===== src/rtl/textmode_console_pkg.sv =====
// Shared definitions for the textmode console front end.
//   - tram word layout (colour slots packed down from the MSB, code point at the LSBs)
//   - control code points handled by the console
//   - FSM state encoding
package textmode_console_pkg;

    // Code point occupies [UCP_W-1:0] of every tram word.
    localparam int UCP_W = 21;

    // Colour fields are packed from the top of the word downwards:
    // slot s occupies [WORD-1-s*CIDXW -: CIDXW].
    localparam int BG_SLOT = 0;
    localparam int FG_SLOT = 1;

    localparam logic [UCP_W-1:0] UCP_BS    = 21'h08;
    localparam logic [UCP_W-1:0] UCP_LF    = 21'h0A;
    localparam logic [UCP_W-1:0] UCP_CR    = 21'h0D;
    localparam logic [UCP_W-1:0] UCP_SPACE = 21'h20;

    localparam logic [1:0] ST_CLEAR_ALL  = 2'd0;
    localparam logic [1:0] ST_READY      = 2'd1;
    localparam logic [1:0] ST_CLEAR_LINE = 2'd2;

endpackage


===== src/rtl/textmode_console_tram_addr_wrap.sv =====
// Modular adder for tram addresses: y = (a + b) mod DEPTH.
// Both operands are assumed already below DEPTH, so one conditional
// subtract on the ADDRW+1 bit sum is enough.
//   a, b : operands (ADDRW)
//   y    : wrapped sum (ADDRW)
module tram_addr_wrap #(
    parameter int ADDRW = 14,
    parameter int DEPTH = 9600
) (
    input  logic [ADDRW-1:0] a,
    input  logic [ADDRW-1:0] b,
    output logic [ADDRW-1:0] y
);
    logic [ADDRW:0] sum;

    always_comb begin
        sum = {1'b0, a} + {1'b0, b};
        if (sum >= (ADDRW+1)'(DEPTH)) begin
            sum = sum - (ADDRW+1)'(DEPTH);
        end
        y = sum[ADDRW-1:0];
    end
endmodule


===== src/rtl/textmode_console.sv =====
// Character-stream front end: turns (code point, fg, bg) commands into tram
// writes, tracks the cursor, wraps lines, handles LF/CR/BS and scrolls by
// advancing scroll_offs and blanking the newly exposed bottom line.
//   clk_sys, rst_sys          : clock, synchronous active-high reset
//   cmd_valid/cmd_ready       : command handshake; cmd_ucp/cmd_fg/cmd_bg payload
//   clear                     : one-cycle request to blank the whole screen
//   text_hres, text_vres      : screen size in characters
//   tram_we/tram_addr/tram_din: registered tram write port
//   scroll_offs               : tram address of the top-left character
//   cur_x, cur_y              : cursor column / row
module textmode_console
    import textmode_console_pkg::*;
#(
    parameter int WORD       = 32,
    parameter int ADDRW      = 14,
    parameter int CIDXW      = 4,
    parameter int TRAM_DEPTH = 9600
) (
    input  logic              clk_sys,
    input  logic              rst_sys,
    input  logic              cmd_valid,
    output logic              cmd_ready,
    input  logic [20:0]       cmd_ucp,
    input  logic [CIDXW-1:0]  cmd_fg,
    input  logic [CIDXW-1:0]  cmd_bg,
    input  logic              clear,
    input  logic [ADDRW-1:0]  text_hres,
    input  logic [ADDRW-1:0]  text_vres,
    output logic              tram_we,
    output logic [ADDRW-1:0]  tram_addr,
    output logic [WORD-1:0]   tram_din,
    output logic [ADDRW-1:0]  scroll_offs,
    output logic [ADDRW-1:0]  cur_x,
    output logic [ADDRW-1:0]  cur_y
);
    localparam logic [ADDRW-1:0] ONE = ADDRW'(1);

    function automatic logic [WORD-1:0] make_word(input logic [CIDXW-1:0] bg,
                                                  input logic [CIDXW-1:0] fg,
                                                  input logic [UCP_W-1:0] ucp);
        logic [WORD-1:0] w;
        w = '0;
        w[WORD-1-BG_SLOT*CIDXW -: CIDXW] = bg;
        w[WORD-1-FG_SLOT*CIDXW -: CIDXW] = fg;
        w[UCP_W-1:0] = ucp;
        return w;
    endfunction

    logic [1:0]       state_q, state_d;
    logic [ADDRW-1:0] cx_q, cx_d, cy_q, cy_d;
    logic [ADDRW-1:0] line_addr_q, line_addr_d;
    logic [ADDRW-1:0] scroll_q, scroll_d;
    logic [ADDRW-1:0] clr_addr_q, clr_addr_d;
    logic [ADDRW-1:0] clr_col_q, clr_col_d, clr_row_q, clr_row_d;
    logic [CIDXW-1:0] fg_q, fg_d, bg_q, bg_d;
    logic             tram_we_q, tram_we_d;
    logic [ADDRW-1:0] tram_addr_q, tram_addr_d;
    logic [WORD-1:0]  tram_din_q, tram_din_d;

    logic [ADDRW-1:0] wr_addr, next_line, next_scroll, clr_next;
    logic             dims_ok, accept, new_line;
    logic [WORD-1:0]  blank_word;

    tram_addr_wrap #(.ADDRW(ADDRW), .DEPTH(TRAM_DEPTH)) u_wr_addr (
        .a(line_addr_q), .b(cx_q),      .y(wr_addr));
    tram_addr_wrap #(.ADDRW(ADDRW), .DEPTH(TRAM_DEPTH)) u_next_line (
        .a(line_addr_q), .b(text_hres), .y(next_line));
    tram_addr_wrap #(.ADDRW(ADDRW), .DEPTH(TRAM_DEPTH)) u_next_scroll (
        .a(scroll_q),    .b(text_hres), .y(next_scroll));
    tram_addr_wrap #(.ADDRW(ADDRW), .DEPTH(TRAM_DEPTH)) u_clr_next (
        .a(clr_addr_q),  .b(ONE),       .y(clr_next));

    assign dims_ok    = (text_hres != '0) && (text_vres != '0);
    // clear has priority, so ready already drops in the cycle it is raised
    assign cmd_ready  = (state_q == ST_READY) && !clear && dims_ok;
    assign accept     = cmd_valid && cmd_ready;
    assign blank_word = make_word(bg_q, fg_q, UCP_SPACE);

    always_comb begin
        state_d     = state_q;
        cx_d        = cx_q;
        cy_d        = cy_q;
        line_addr_d = line_addr_q;
        scroll_d    = scroll_q;
        clr_addr_d  = clr_addr_q;
        clr_col_d   = clr_col_q;
        clr_row_d   = clr_row_q;
        fg_d        = fg_q;
        bg_d        = bg_q;
        tram_we_d   = 1'b0;
        tram_addr_d = tram_addr_q;
        tram_din_d  = tram_din_q;
        new_line    = 1'b0;

        case (state_q)
            ST_CLEAR_ALL: begin
                if (!dims_ok) begin
                    state_d = ST_READY;
                end else begin
                    tram_we_d   = 1'b1;
                    tram_addr_d = clr_addr_q;
                    tram_din_d  = blank_word;
                    clr_addr_d  = clr_next;
                    if (clr_col_q == text_hres - ONE) begin
                        clr_col_d = '0;
                        if (clr_row_q == text_vres - ONE) begin
                            state_d = ST_READY;
                        end else begin
                            clr_row_d = clr_row_q + ONE;
                        end
                    end else begin
                        clr_col_d = clr_col_q + ONE;
                    end
                end
                // Screen is rebuilt from the origin whatever the exit path.
                if (state_d == ST_READY) begin
                    cx_d        = '0;
                    cy_d        = '0;
                    line_addr_d = '0;
                    scroll_d    = '0;
                end
            end

            ST_CLEAR_LINE: begin
                if (!dims_ok) begin
                    state_d = ST_READY;
                end else begin
                    tram_we_d   = 1'b1;
                    tram_addr_d = clr_addr_q;
                    tram_din_d  = blank_word;
                    clr_addr_d  = clr_next;
                    if (clr_col_q == text_hres - ONE) begin
                        state_d = ST_READY;
                    end else begin
                        clr_col_d = clr_col_q + ONE;
                    end
                end
            end

            ST_READY: begin
                if (clear) begin
                    state_d    = ST_CLEAR_ALL;
                    clr_addr_d = '0;
                    clr_col_d  = '0;
                    clr_row_d  = '0;
                end else if (accept) begin
                    fg_d = cmd_fg;
                    bg_d = cmd_bg;
                    case (cmd_ucp)
                        UCP_LF: begin
                            cx_d     = '0;
                            new_line = 1'b1;
                        end
                        UCP_CR: cx_d = '0;
                        UCP_BS: if (cx_q != '0) cx_d = cx_q - ONE;
                        default: begin
                            tram_we_d   = 1'b1;
                            tram_addr_d = wr_addr;
                            tram_din_d  = make_word(cmd_bg, cmd_fg, cmd_ucp);
                            if (cx_q == text_hres - ONE) begin
                                cx_d     = '0;
                                new_line = 1'b1;
                            end else begin
                                cx_d = cx_q + ONE;
                            end
                        end
                    endcase
                    if (new_line) begin
                        line_addr_d = next_line;
                        if (cy_q != text_vres - ONE) begin
                            cy_d = cy_q + ONE;
                        end else begin
                            // Bottom row: move the window down one line and
                            // blank the line that just came into view.
                            scroll_d   = next_scroll;
                            clr_addr_d = next_line;
                            clr_col_d  = '0;
                            state_d    = ST_CLEAR_LINE;
                        end
                    end
                end
            end

            default: state_d = ST_CLEAR_ALL;
        endcase
    end

    always_ff @(posedge clk_sys) begin
        if (rst_sys) begin
            state_q     <= ST_CLEAR_ALL;
            cx_q        <= '0;
            cy_q        <= '0;
            line_addr_q <= '0;
            scroll_q    <= '0;
            clr_addr_q  <= '0;
            clr_col_q   <= '0;
            clr_row_q   <= '0;
            fg_q        <= '0;
            bg_q        <= '0;
            tram_we_q   <= 1'b0;
            tram_addr_q <= '0;
            tram_din_q  <= '0;
        end else begin
            state_q     <= state_d;
            cx_q        <= cx_d;
            cy_q        <= cy_d;
            line_addr_q <= line_addr_d;
            scroll_q    <= scroll_d;
            clr_addr_q  <= clr_addr_d;
            clr_col_q   <= clr_col_d;
            clr_row_q   <= clr_row_d;
            fg_q        <= fg_d;
            bg_q        <= bg_d;
            tram_we_q   <= tram_we_d;
            tram_addr_q <= tram_addr_d;
            tram_din_q  <= tram_din_d;
        end
    end

    assign tram_we     = tram_we_q;
    assign tram_addr   = tram_addr_q;
    assign tram_din    = tram_din_q;
    assign scroll_offs = scroll_q;
    assign cur_x       = cx_q;
    assign cur_y       = cy_q;
endmodule


===== config.mk =====
export PLATFORM = sky130hd
export DESIGN_NAME = textmode_console
export DESIGN_NICKNAME = d
export VERILOG_FILES = /design/src/rtl/textmode_console_pkg.sv /design/src/rtl/textmode_console_tram_addr_wrap.sv /design/src/rtl/textmode_console.sv
export SDC_FILE = /design/constraint.sdc
export NUM_CORES = 1
export LEC_CHECK = 0
export ABC_CLOCK_PERIOD_IN_PS = 4800
export CAP_MARGIN = 20
export CORE_MARGIN = 2
export CORE_UTILIZATION = 26
export CTS_CLUSTER_SIZE = 25
export DETAILED_ROUTE_END_ITERATION = 6
export GPL_TIMING_DRIVEN = 0
export PLACE_DENSITY = 0.51
export SYNTH_ARGS = -nofsm -noshare
export SYNTH_HDL_FRONTEND = slang
export SYNTH_SLANG_ARGS = --single-unit

===== constraint.sdc =====
create_clock -name clk_sys -period 4.8 [get_ports clk_sys]
set_input_delay 0.72 -clock clk_sys [delete_from_list [all_inputs] [get_ports clk_sys]]
set_output_delay 0.72 -clock clk_sys [all_outputs]
set_load 0.005 [all_outputs]

==> flow_summary.yaml, run 1 <==
clock_network:
  clkTransAtPathRegs_ps: 70
  clock-sinks: 152
  cts_tree: "done"
  cts.htree.levels: 4
  clk_path_buf_depth: 2
  cts.root.buffer_cell: "clkbuf_16"
  cts-buffers-inserted: 17
  insertion_delay_ps: 470
  hold_buffers: 0
route:
  ant_nets: 0
  wire_per_inst_um: 19.7
  route.detailed.drc: 0
  route.detailed.vias_per_inst: 5.42
  drt_iter0_markers: 1127
  wl_met3_um: 2900
  wl_met2_um: 21600
  wirelength_met1_um: 22100
  highest_layer: "met5"
  total_via_count_after_detailed_routing: 13187
  drt_pass1_iterations: 5
  drt-total-wl_um: 48000
critical_path:
  crit_path_max_fanout: 10
  setup_slack_reg_to_reg_ps: 390
  max_stage_delay_ps: 570
  worst_path_cell_trace: "clkdlybuf4s50_1 -> clkbuf_1 -> or3_1 -> or2_2 -> o32ai_2 -> nor2_1 -> nand4_1 -> o41a_1 -> nor2b_1 -> buf_2 -> o21ai_1 -> buf_2 -> mux2i_1 -> nor2_1"
  critical_path_class: "in2reg"
  crit_arrival_ps: 4970
  worstPathRequired_ps: 5120
  worst_setup_path_end_kind: "register"
  start_kind: "primary input"
  cpMaxStageDelayCell: "clkdlybuf4s50_1"
place:
  dp_slack_ps: -1210
  dpl-instance-area_mm2: 0.0146
  hpwl_um: 37200
  io_buffers: 139
  globalplace.congestion: 0.915
floorplanning:
  area_of_the_die_mm2: 0.0497
  floorplan.rows: 80
  starting_density: 0.262
  die_x_um: 223
  placeableCoreArea_mm2: 0.0475
  ios: 151
  die_height_um: 223
yosys:
  syn-cell-area_mm2: 0.0125
  async_reset_ff_frac: 0
  ys_ff_latch: 152
  synth_sequential_area_ratio: 0.244
  synthesis.area_per_instance_um2: 7.62
  primary_flip_flop_cell_chosen_by_synthesis_mapping: "dfxtp_1"
  synth_edf_count: 0
  synthCells: 1637
  synthesis.yosys.warnings: 0
  yosys.cell_types.count: 92
power:
  static_leak_nw: 5.48
  power.density_mw_per_mm2: 199
  power_w: 0.00305
  power.ir.vdd_worst_uv: 214
status:
  status: "finished, final reports clean"
sta:
  slew_violations: 0
  final.setup.tns_ps: 0
  final_hold_viol_count: 0
  post-route-min-period_ps: 4650
  finalSetupViolCount: 0
  final_min_period_over_clock_period: 0.968
  fmaxAchievable_ghz: 0.215
  worst_max_slew_pin_slew_ps: 983
  skew_ps: 17.0
  setup_slack_ps: 152
  slew_headroom: 0.345
global_route:
  gr-usage-all-layers: 0.191
  grt_antenna_before_repair: 1
  grt_overflow: 0
  first_global_vias: 12573
  grt_first_pass_wirelength_um: 73700
  largest_net_degree_at_the_start_of_global_routing: 17
layout:
  fillCellCount: 5092
  antenna_cells_inserted: 0
  layout.cells.most_common_list: "nor2_1, dfxtp_1, nand2_1"
  mostFrequentLayoutCell: "nor2_1"
  syn2layout_area_growth_pct: 23.2
  final_layout_size_suffix_gt1_frac: 0.0677
  fin_nets: 1928
  finalInstanceArea_mm2: 0.0154
  layout.core_utilization: 0.323
worst_hold_path:
  min_delay_path_class: "reg2reg"
flow_run:
  drv.max_cap_violation_count: 0
==> final cells by class <==
type / count / area (um2) / share of cell area
sequential: 152 / 3040 / 0.198
clock inverter: 15 / 155 / 0.0101
buffer: 105 / 430 / 0.0280
timing repair buffer: 145 / 1430 / 0.0928
tap: 615 / 769 / 0.0501
inverter: 51 / 194 / 0.0126
multi-input combinational: 1331 / 8920 / 0.581
clock buffer: 17 / 425 / 0.0277
==> what timing repair did <==
| item | in CTS | in global routing |
|---|---|---|
| pin swaps | 1 | 3 |
| resized for setup | 15 | 21 |
| gates cloned | 0 | 0 |
| setup buffers | 2 | 3 |
| setup endpoints to repair | 121 | 70 |
==> Yosys cell counts, drive strengths merged (10+ instances only) <==
library cell	count	share of area
or3	31	0.016
nand4	38	0.019
o22ai	13	0.0065
clkbuf	76	0.023
a21oi	128	0.051
nand3	68	0.027
nor3	54	0.023
xnor2	74	0.052
o211ai	15	0.0090
nand3b	11	0.0066
a2111oi	10	0.0070
buf	29	0.011
nor2b	19	0.0095
dfxtp	152	0.24
a31oi	15	0.0085
ha	61	0.061
nor3b	11	0.0066
nor2	173	0.053
or2	17	0.0085
nand2b	18	0.0090
o21ai	75	0.030
a211oi	33	0.020
inv	50	0.015
nand2	135	0.041
nor4	29	0.017
and3	20	0.010
o31ai	10	0.0060
mux2i	35	0.028
xor2	47	0.033
a21o	22	0.013
a32o	10	0.0080
or4	17	0.011
==> logic make-up (layout without fill, tap and decap cells) <==
| kind of cell | Yosys count | in the layout | synth area share |
|---|---|---|---|
| mux | 38 | 38 | 0.0308 |
| compound gates | 431 | 431 | 0.231 |
| other cells | 1 | 3 | 0.000301 |
| simple gates | 662 | 662 | 0.271 |
| buf+inv | 156 | 333 | 0.0496 |
| flops | 152 | 152 | 0.244 |
| fa+ha+maj | 64 | 64 | 0.0660 |
| xor+xnor | 133 | 133 | 0.107 |
==> metal layers <==
metal,up-vias,track usage
met5,-,0
met4,2,0.0671
met3,75,0.0419
met2,390,0.308
met1,6334,0.251
li1,6386,-
==> registers in the layout, summed over array words and instances, names as in the netlist <==
name         cells
clr_row_q       14
tram_addr       14
clr_col_q       14
bg_q             4
clr_addr_q      14
cur_x           14
tram_din        29
scroll_offs     14
line_addr_q     14
tram_we          1
cur_y           14
fg_q             4
state_q          2
==> per-stage QoR <==
stage / hold WS [ps] / instances
floorplan: 436 / 1639
finish: 452 / 2431
detailed placement: 445 / 2394
CTS: 455 / 2428
global placement: 438 / 2393
global route: 475 / 2431
==> power breakdown <==
group / total, W / switching, W / internal [W] / leakage [nW]
Combinational: 0.000376 / 0.000222 / 0.000154 / 3.97
Sequential: 0.00128 / 0.00000860 / 0.00127 / 1.23
Clock: 0.00140 / 0.000665 / 0.000735 / 0.285
==> path summary, 6_finish.rpt <==
kind,from,cells after the start,end
hold / removal,tram_din[15],2,tram_din[15]
setup reg to reg,clr_addr_q[2],16,clr_addr_q[10]
setup / recovery,text_hres[6],14,scroll_offs[1]
hold reg to reg,tram_din[15],2,tram_din[15]
==> worst max-delay path, delay by kind of cell <==
| family | cells | cell delay (ps) |
|---|---|---|
| and+or+nand+nor | 6 | 1430 |
| buffers and inverters | 4 | 1380 |
| muxes | 1 | 210 |
| AOI/OAI and AO/OA | 3 | 1200 |
(Power assumes the default switching activity.)
==> run 2, diff against run 1 <==
--- a/config.mk
+++ b/config.mk
@@ -12,7 +12,7 @@
 export CTS_CLUSTER_SIZE = 25
 export DETAILED_ROUTE_END_ITERATION = 6
 export GPL_TIMING_DRIVEN = 0
-export PLACE_DENSITY = 0.51
+export PLACE_DENSITY = 0.47
 export SYNTH_ARGS = -nofsm -noshare
 export SYNTH_HDL_FRONTEND = slang
 export SYNTH_SLANG_ARGS = --single-unit
==> flow_summary.yaml, run 2 (synthesis results as in run 1) <==
clock_network:
  cts-buffers-inserted: 17
  clk_path_buf_depth: 2
  hold_buffers: 0
  clock-sinks: 152
  cts.htree.levels: 4
  cts_tree: "done"
  clkTransAtPathRegs_ps: 80
  insertion_delay_ps: 490
  cts.root.buffer_cell: "clkbuf_16"
layout:
  layout.cells.most_common_list: "nor2_1, dfxtp_1, nand2_1"
  final_layout_size_suffix_gt1_frac: 0.0656
  layout.core_utilization: 0.324
  largest_register_ffs: 29
  fin_nets: 1926
  antenna_cells_inserted: 0
  fillCellCount: 5068
  finish.cell_count_without_fillers: 2429
  mostFrequentLayoutCell: "nor2_1"
  ff_latch_area_mm2: 0.00304
  area_used_by_multi_input_combinational_logic_mm2: 0.00891
  syn2layout_area_growth_pct: 23.5
worst_hold_path:
  hold_path_startpoint: "tram_din[8]"
  min_delay_path_class: "reg2reg"
status:
  status: "finished, final reports clean"
place:
  dp_slack_ps: -1260
  place_inst: 2394
  hpwl_um: 37900
  io_buffers: 139
  globalplace.congestion: 0.896
sta:
  skew_ps: 13.1
  slew_headroom: 0.308
  fmaxAchievable_ghz: 0.218
  slew_violations: 0
  post-route-min-period_ps: 4600
  worst_max_slew_pin_slew_ps: 1040
  finalSetupViolCount: 0
  final_hold_viol_count: 0
  final_min_period_over_clock_period: 0.958
  rsz0062_at_grt: "false"
  setup_slack_ps: 203
  finalHoldWorstSlack_ps: 450
route:
  route.detailed.vias_per_inst: 5.36
  drt_pass1_iterations: 7
  wire_per_inst_um: 20.4
  ant_nets: 0
  route.detailed.drc: 0
  drt_iter0_markers: 1010
  total_via_count_after_detailed_routing: 13024
  drt-total-wl_um: 49500
floorplanning:
  ios: 151
  die_x_um: 223
  placeableCoreArea_mm2: 0.0475
  floorplan.rows: 80
  die_height_um: 223
  starting_density: 0.262
  area_of_the_die_mm2: 0.0497
critical_path:
  critical_path_class: "in2reg"
  worst_setup_path_end_kind: "register"
  crit_path_max_fanout: 9
  worstPathRequired_ps: 5160
  crit_path_start: "text_hres[5]"
  start_kind: "primary input"
  worst_r2r_startpoint: "state_q[0]"
  crit_arrival_ps: 4960
power:
  power.ir.vdd_worst_uv: 231
  power.density_mw_per_mm2: 208
  power_w: 0.00321
  static_leak_nw: 5.52
flow_run:
  drv.max_cap_violation_count: 0
global_route:
  grt_overflow: 0
  largest_net_degree_at_the_start_of_global_routing: 17
  gr-usage-all-layers: 0.197
  grt_first_pass_wirelength_um: 74300
  first_global_vias: 12347
  grt_antenna_before_repair: 2
-- run 2: cell types whose count changed in the layout (fill, tap and decap cells not counted), moves of 2 or more --
cell,delta
clkinv_4,-2
buf_4,-2
bufinv_16,+2
dlymetal6s2s_1,+2
inv_6,-4
inv_8,+2
-- run 2: metrics by stage --
step / cell area [um2] / setup TNS (ps)
detailed placement: 14600 / -125670
global placement: 14600 / -127200
floorplan: 12500 / 0
global route: 15400 / 0
finish: 15400 / 0
CTS: 15400 / 0
-- run 2: final cells by class --
cell class	count	area share
timing repair buffer	143	0.0920
clock buffer	18	0.0285
clock inverter	14	0.0132
buffer	105	0.0279
inverter	51	0.0126
sequential	152	0.197
tap	615	0.0499
multi-input combinational	1331	0.578
-- run 2: worst max-delay path, stage by stage --
cell	delay (ps)
clkdlybuf4s50_1	680
ha_1	440
or3_1	420
a21oi_1	390
nor2_1	180
xnor2_1	330
inv_1	80
ha_1	220
inv_1	80
a211oi_2	100
a211o_1	370
a21oi_2	340
mux2i_1	360
o22a_1	190
a211oi_1	60
-- run 2: routing by layer --
layer,track usage,vias up,part of all wire
li1,-,6378,-
met1,0.255,6189,0.46
met2,0.315,381,0.45
met3,0.0457,72,0.056
met4,0.0777,4,0.032
met5,0,-,0.00047
-- run 2: worst paths after layout --
path,to,slack [ps],cells after the start
min reg2reg,tram_din[8],450,2
max reg2reg,clr_col_q[7],360,13
min,tram_din[8],450,2
max,clr_addr_q[8],200,15
-- run 2: report_power, final --
group / switching [W] / internal, W / leakage, nW
clock network: 0.000699 / 0.000856 / 0.310
logic: 0.000223 / 0.000154 / 3.98
registers: 0.00000883 / 0.00127 / 1.23
total: 0.000931 / 0.00228 / 5.52
-- run 2: repair_timing --
item | in CTS | in global routing
setup buffers | 2 | 1
setup endpoints to repair | 121 | 78
gates cloned | 0 | 0
pin swaps | 3 | 3
gates resized for setup | 16 | 17
==> run 3, diff against run 2 <==
--- a/config.mk
+++ b/config.mk
@@ -8,11 +8,11 @@
 export ABC_CLOCK_PERIOD_IN_PS = 4800
 export CAP_MARGIN = 20
 export CORE_MARGIN = 2
-export CORE_UTILIZATION = 26
+export CORE_UTILIZATION = 30
 export CTS_CLUSTER_SIZE = 25
 export DETAILED_ROUTE_END_ITERATION = 6
 export GPL_TIMING_DRIVEN = 0
-export PLACE_DENSITY = 0.47
+export PLACE_DENSITY = 0.52
 export SYNTH_ARGS = -nofsm -noshare
 export SYNTH_HDL_FRONTEND = slang
 export SYNTH_SLANG_ARGS = --single-unit
==> flow_summary.yaml, run 3 (synthesis results as in run 1) <==
route:
  route.detailed.drc: 0
  total_via_count_after_detailed_routing: 13178
  wire_per_inst_um: 20.2
  route.detailed.vias_per_inst: 5.61
  drt-total-wl_um: 47400
  drt_iter0_markers: 762
  ant_nets: 0
  drt_pass1_iterations: 5
critical_path:
  crit_path_max_fanout: 10
  cpMaxStageDelayCell: "or4_1"
  setup_slack_reg_to_reg_ps: 350
  timing.reg2reg.worst_path_depth: 13
  max_stage_delay_ps: 660
  crit_arrival_ps: 4950
  critical_path.endpoint: "clr_col_q[6]"
  path_common_cell: "buf_2"
  worstPathRequired_ps: 5140
  worst_path_cell_trace: "clkdlybuf4s50_1 -> clkbuf_1 -> or4_1 -> nor4_2 -> xor2_1 -> xnor2_1 -> nand4b_1 -> o41a_1 -> a21o_1 -> buf_2 -> nor3_2 -> or2_2 -> buf_2 -> nor2_1"
  critical_path_class: "in2reg"
  timing.rr.end: "clr_col_q[6]"
  worst_setup_path_end_kind: "register"
  crit_path_start: "text_hres[8]"
  worst_r2r_startpoint: "state_q[0]"
  start_kind: "primary input"
layout:
  fillCellCount: 4342
  syn2layout_area_growth_pct: 22.6
  mostFrequentLayoutCell: "nor2_1"
  layout.cells.most_common_list: "nor2_1, dfxtp_1, nand2_1"
  fin_nets: 1928
  area_used_by_multi_input_combinational_logic_mm2: 0.00892
  antenna_cells_inserted: 0
  layout.core_utilization: 0.374
  final_layout_size_suffix_gt1_frac: 0.0699
  ff_latch_area_mm2: 0.00304
  largest_register_ffs: 29
floorplanning:
  ios: 151
  placeableCoreArea_mm2: 0.0409
  die_height_um: 208
  die_x_um: 208
  floorplan.rows: 74
  area_of_the_die_mm2: 0.0432
  starting_density: 0.305
sta:
  finalSetupViolCount: 0
  fmaxAchievable_ghz: 0.217
  final_hold_viol_count: 0
  post-route-min-period_ps: 4610
  slew_headroom: 0.328
  worst_max_slew_pin_slew_ps: 1010
  rsz0062_at_grt: "false"
  final_min_period_over_clock_period: 0.961
  slew_violations: 0
  skew_ps: 12.3
  final.setup.tns_ps: 0
clock_network:
  cts_tree: "done"
  cts.root.buffer_cell: "clkbuf_16"
  cts.htree.levels: 4
  hold_buffers: 0
  clk_path_buf_depth: 2
  cts-buffers-inserted: 17
  insertion_delay_ps: 460
  clkTransAtPathRegs_ps: 70
  clock-sinks: 152
global_route:
  grt_first_pass_wirelength_um: 73300
  grt_antenna_before_repair: 0
  first_global_vias: 12459
  gr-usage-all-layers: 0.215
  grt_overflow: 0
  largest_net_degree_at_the_start_of_global_routing: 18
power:
  power.ir.vdd_worst_uv: 264
  static_leak_nw: 5.49
  power.density_mw_per_mm2: 201
place:
  hpwl_um: 36200
  io_buffers: 139
  globalplace.congestion: 0.902
flow_run:
  drv.max_cap_violation_count: 0
worst_hold_path:
  holdPathStages: 2
  min_delay_path_class: "reg2reg"
status:
  status: "finished, final reports clean"
## run 3: changes by cell type in the layout (fill, tap and decap cells not counted), moves of 2 or more
| cell | delta |
|---|---|
| dlymetal6s2s_1 | -2 |
| inv_8 | -3 |
| clkinv_8 | +2 |
| clkinv_4 | +2 |
| dlygate4sd2_1 | +2 |
| inv_6 | +3 |
| bufinv_16 | -2 |
## run 3: cell type report
class	instances	share of cell area
tap	532	0.0435
sequential	152	0.199
multi-input combinational	1331	0.584
timing repair buffer	145	0.0934
clock inverter	15	0.0117
clock buffer	17	0.0278
buffer	105	0.0282
inverter	51	0.0127
## run 3: what timing repair did
item,4_1_cts,5_1_grt
buffers inserted,2,2
gates resized for setup,20,19
setup endpoints to repair,121,66
pin swaps,1,3
gates cloned,0,0
## run 3: worst max-delay path, delay by kind of cell
family                    cells  cell delay [ps]
xor gates and xnor gates      2              380
buffers and inverters         4             1230
AOI/OAI and AO/OA             2              830
and+or+nand+nor               6             1790
## run 3: where the power goes
group / switching [W] / internal (W)
Clock: 0.000673 / 0.000744
Combinational: 0.000222 / 0.000154
Sequential: 0.00000923 / 0.00127
Total: 0.000904 / 0.00217
## run 3: worst min-delay path by stage
stage	startpoint	end	slack, ps
after floorplan	bg_q[0]	bg_q[0]	440
after global placement	tram_din[0]	tram_din[0]	440
after detailed placement	tram_din[8]	tram_din[8]	440
after CTS	tram_din[8]	tram_din[8]	460
after global routing	tram_din[3]	tram_din[3]	470
final	tram_din[3]	tram_din[3]	450
## run 3: stage by stage
stage	area (um2)	worst slack, ps	power [W]	hold slack [ps]	cells
after global routing	15300	15.9	0.00318	467	2348
after floorplan	12500	462	0.00152	436	1639
after CTS	15200	15.3	0.00309	455	2346
final	15300	189	0.00307	453	2348
after global placement	14500	-1300	0.00167	438	2310
after detailed placement	14600	-1320	0.00168	445	2312
## run 3: layer usage
| metal | GRT usage | wire length [um] | up-vias |
|---|---|---|---|
| met5 | 0 | 0 | - |
| met4 | 0.0545 | 834 | 0 |
| met3 | 0.0362 | 2960 | 50 |
| met2 | 0.354 | 21700 | 427 |
| met1 | 0.290 | 21800 | 6340 |
| li1 | - | - | 6361 |
==> variant: new RTL, config.mk and constraints of run 3 <==
`ADDRW` is set to 14 in 2 places; all go to 12.
--- a/src/rtl/textmode_console_tram_addr_wrap.sv
+++ b/src/rtl/textmode_console_tram_addr_wrap.sv
@@ -5,5 +5,5 @@
 //   y    : wrapped sum (ADDRW)
 module tram_addr_wrap #(
-    parameter int ADDRW = 14,
+    parameter int ADDRW = 12,
     parameter int DEPTH = 9600
 ) (
--- a/src/rtl/textmode_console.sv
+++ b/src/rtl/textmode_console.sv
@@ -13,5 +13,5 @@
 #(
     parameter int WORD       = 32,
-    parameter int ADDRW      = 14,
+    parameter int ADDRW      = 12,
     parameter int CIDXW      = 4,
     parameter int TRAM_DEPTH = 9600
Interface: changed (6 resized); port bits go from 151 to 139. The function was not compared with the original's and may differ.
==> variant against run 3 <==
Design area fell by 11%; critical path type unchanged; wire length fell by 17%; synthesized area decreased by 12%; critical path depth down 1; die area decreased by 12%; highest routed layer unchanged; sequential cell count decreased by 16; final cell count down 13%; total power decreased by 6.4%; fmax is 0.73% lower; worst setup slack got worse by 34 ps; sequential power down 10%.
==> variant: results (changes against run 3) <==
[global_route]
grt_max_degree=17  ; was 18
grt_pass1_wl_mm=61.3  ; was 73.3 mm
antenna_found_initial=0  ; unchanged
grt_usage=0.205  ; was 0.215

[drt]
drt-total-wl_mm=39.5  ; was 47.4 mm
vias=11300  ; was 13.2k
post_drt_wl_per_cell_um=19.3  ; was 20.2 um
dr.pass1.iters=5  ; unchanged
first_iter_violations=816  ; was 762

[placement]
placedCellCount=2016  ; was 2312
dp_hpwl_mm=30.9  ; was 36.2 mm
place_area_um2=12900  ; was 14600 um^2
dp_worst_setup_slack_ps=-800  ; was -1320 ps
port_buffers=126  ; was 139
place_congestion=0.885  ; was 0.902

[logic_synthesis]
yosysWarnings=0  ; unchanged
synthTopCellsByArea=dfxtp_1 (25%), ha_1 (6.3%), xnor2_1 (5.0%)  ; was dfxtp_1 (24%), ha_1 (6.1%), xnor2_1 (5.2%)
synth_cell_types=92  ; unchanged
seq_area_frac_synth=0.247  ; was 0.244
synthMuxAreaShare=0.0231  ; was 0.0308
synth-xor-area-share=0.0892  ; was 0.107
ys.flop_type=dfxtp_1  ; unchanged
syn_inst=1420  ; was 1637
synthAdderAreaFrac=0.0680  ; was 0.0660
synth_compound_area_frac=0.245  ; was 0.231
synthTopCellsByCount=dfxtp_1 (136), nor2_1 (135), nand2_1 (134)  ; was nor2_1 (171), dfxtp_1 (152), nand2_1 (135)
synthArstFlopShare=0  ; unchanged

[clock_tree]
cts_made_buffers=17  ; unchanged
clockBufferDepth=2  ; unchanged
cts_root_buf=clkbuf_16  ; unchanged
h-tree-depth=4  ; unchanged
postCtsSetupRepairBufs=0  ; was 2
ctsResizeCount=5  ; was 20
clock_latency_ps=440  ; was 460 ps
clk_pin_slew_worst_paths_ps=70  ; about the same

[setup_path]
path_delay_family=compound AO/OA/AOI/OAI gates  ; was simple AND/OR/NAND/NOR gates
cp_max_fo=10  ; unchanged
cp_slowest_cell=o31ai_1  ; was or4_1
critPathMaxStageDelay_ps=610  ; was 660 ps
cp.arrival_ps=5030  ; was 4950 ps

[power]
irDropWorstVdd_uv=251  ; was 264 uV
p_leak_nw=4.91  ; was 5.49 nW
p_sw_w=0.000798  ; was 0.000904 W

[outcome]
status=complete, no violations  ; unchanged

[cells_and_area]
nNetsFinal=1682  ; was 1928
filler_cell_count=3789  ; was 4342
largest_reg_flops=29  ; unchanged
final_layout_size_suffix_gt1_frac=0.0658  ; was 0.0699

[worst_hold_path]
hold_class=flop to flop  ; unchanged

[timing]
maxSlewHeadroom=0.261  ; was 0.328
final.setup_skew_ps=16.5  ; was 12.3 ps

-- variant: cell types whose count changed after synthesis, moves of 13 or more --
cell             run 3  this run
nand3_1             68        51
a21oi_1            128       100
dfxtp_1            152       136
nand4_1             38        21
nor2_1             171       135
xor2_1              47        31
clkbuf_1            76        61
mux2i_1             35        22
-- variant: power by group through the flow --
stage / combinational, W / clock, W / sequential (W)
2_1_floorplan: 0.000188 / 0 / 0.00117
4_1_cts: 0.000313 / 0.00145 / 0.00114
6_report: 0.000316 / 0.00141 / 0.00115
5_1_grt: 0.000343 / 0.00149 / 0.00115
3_3_place_gp: 0.000309 / 0 / 0.00117
3_5_place_dp: 0.000310 / 0 / 0.00117
-- variant: per-layer routing --
layer / routed length [um] / track usage / vias up
met5: 0 / 0 / -
met4: 1040 / 0.0738 / 0
met3: 1960 / 0.0328 / 52
met2: 17400 / 0.324 / 341
met1: 19100 / 0.280 / 5326
li1: - / - / 5585
-- variant: final cells by class --
type / instances / area (um^2) / area share
diodes: 1 / 2.50 / 0.000185
plain buffers: 83 / 368 / 0.0272
clock buffers: 18 / 439 / 0.0325
clock inverters: 14 / 179 / 0.0132
inverters: 43 / 161 / 0.0119
multi-input cells: 1160 / 7810 / 0.577
flip-flops and latches: 136 / 2720 / 0.201
well taps: 468 / 586 / 0.0433
repair buffers: 126 / 1260 / 0.0932
-- variant: worst paths after layout --
check | start | to | slack (ps) | cells after the start
max | text_hres[1] | scroll_offs[3] | 150 | 13
min | tram_din[2] | tram_din[2] | 450 | 2
max reg2reg | state_q[1] | scroll_offs[3] | 820 | 12
min reg2reg | tram_din[2] | tram_din[2] | 450 | 2
-- variant: stage by stage --
stage	util	hold slack (ps)
global placement	0.354	439
detailed placement	0.354	445
CTS	0.372	454
finish	0.372	455
global route	0.372	472
floorplan	-	436
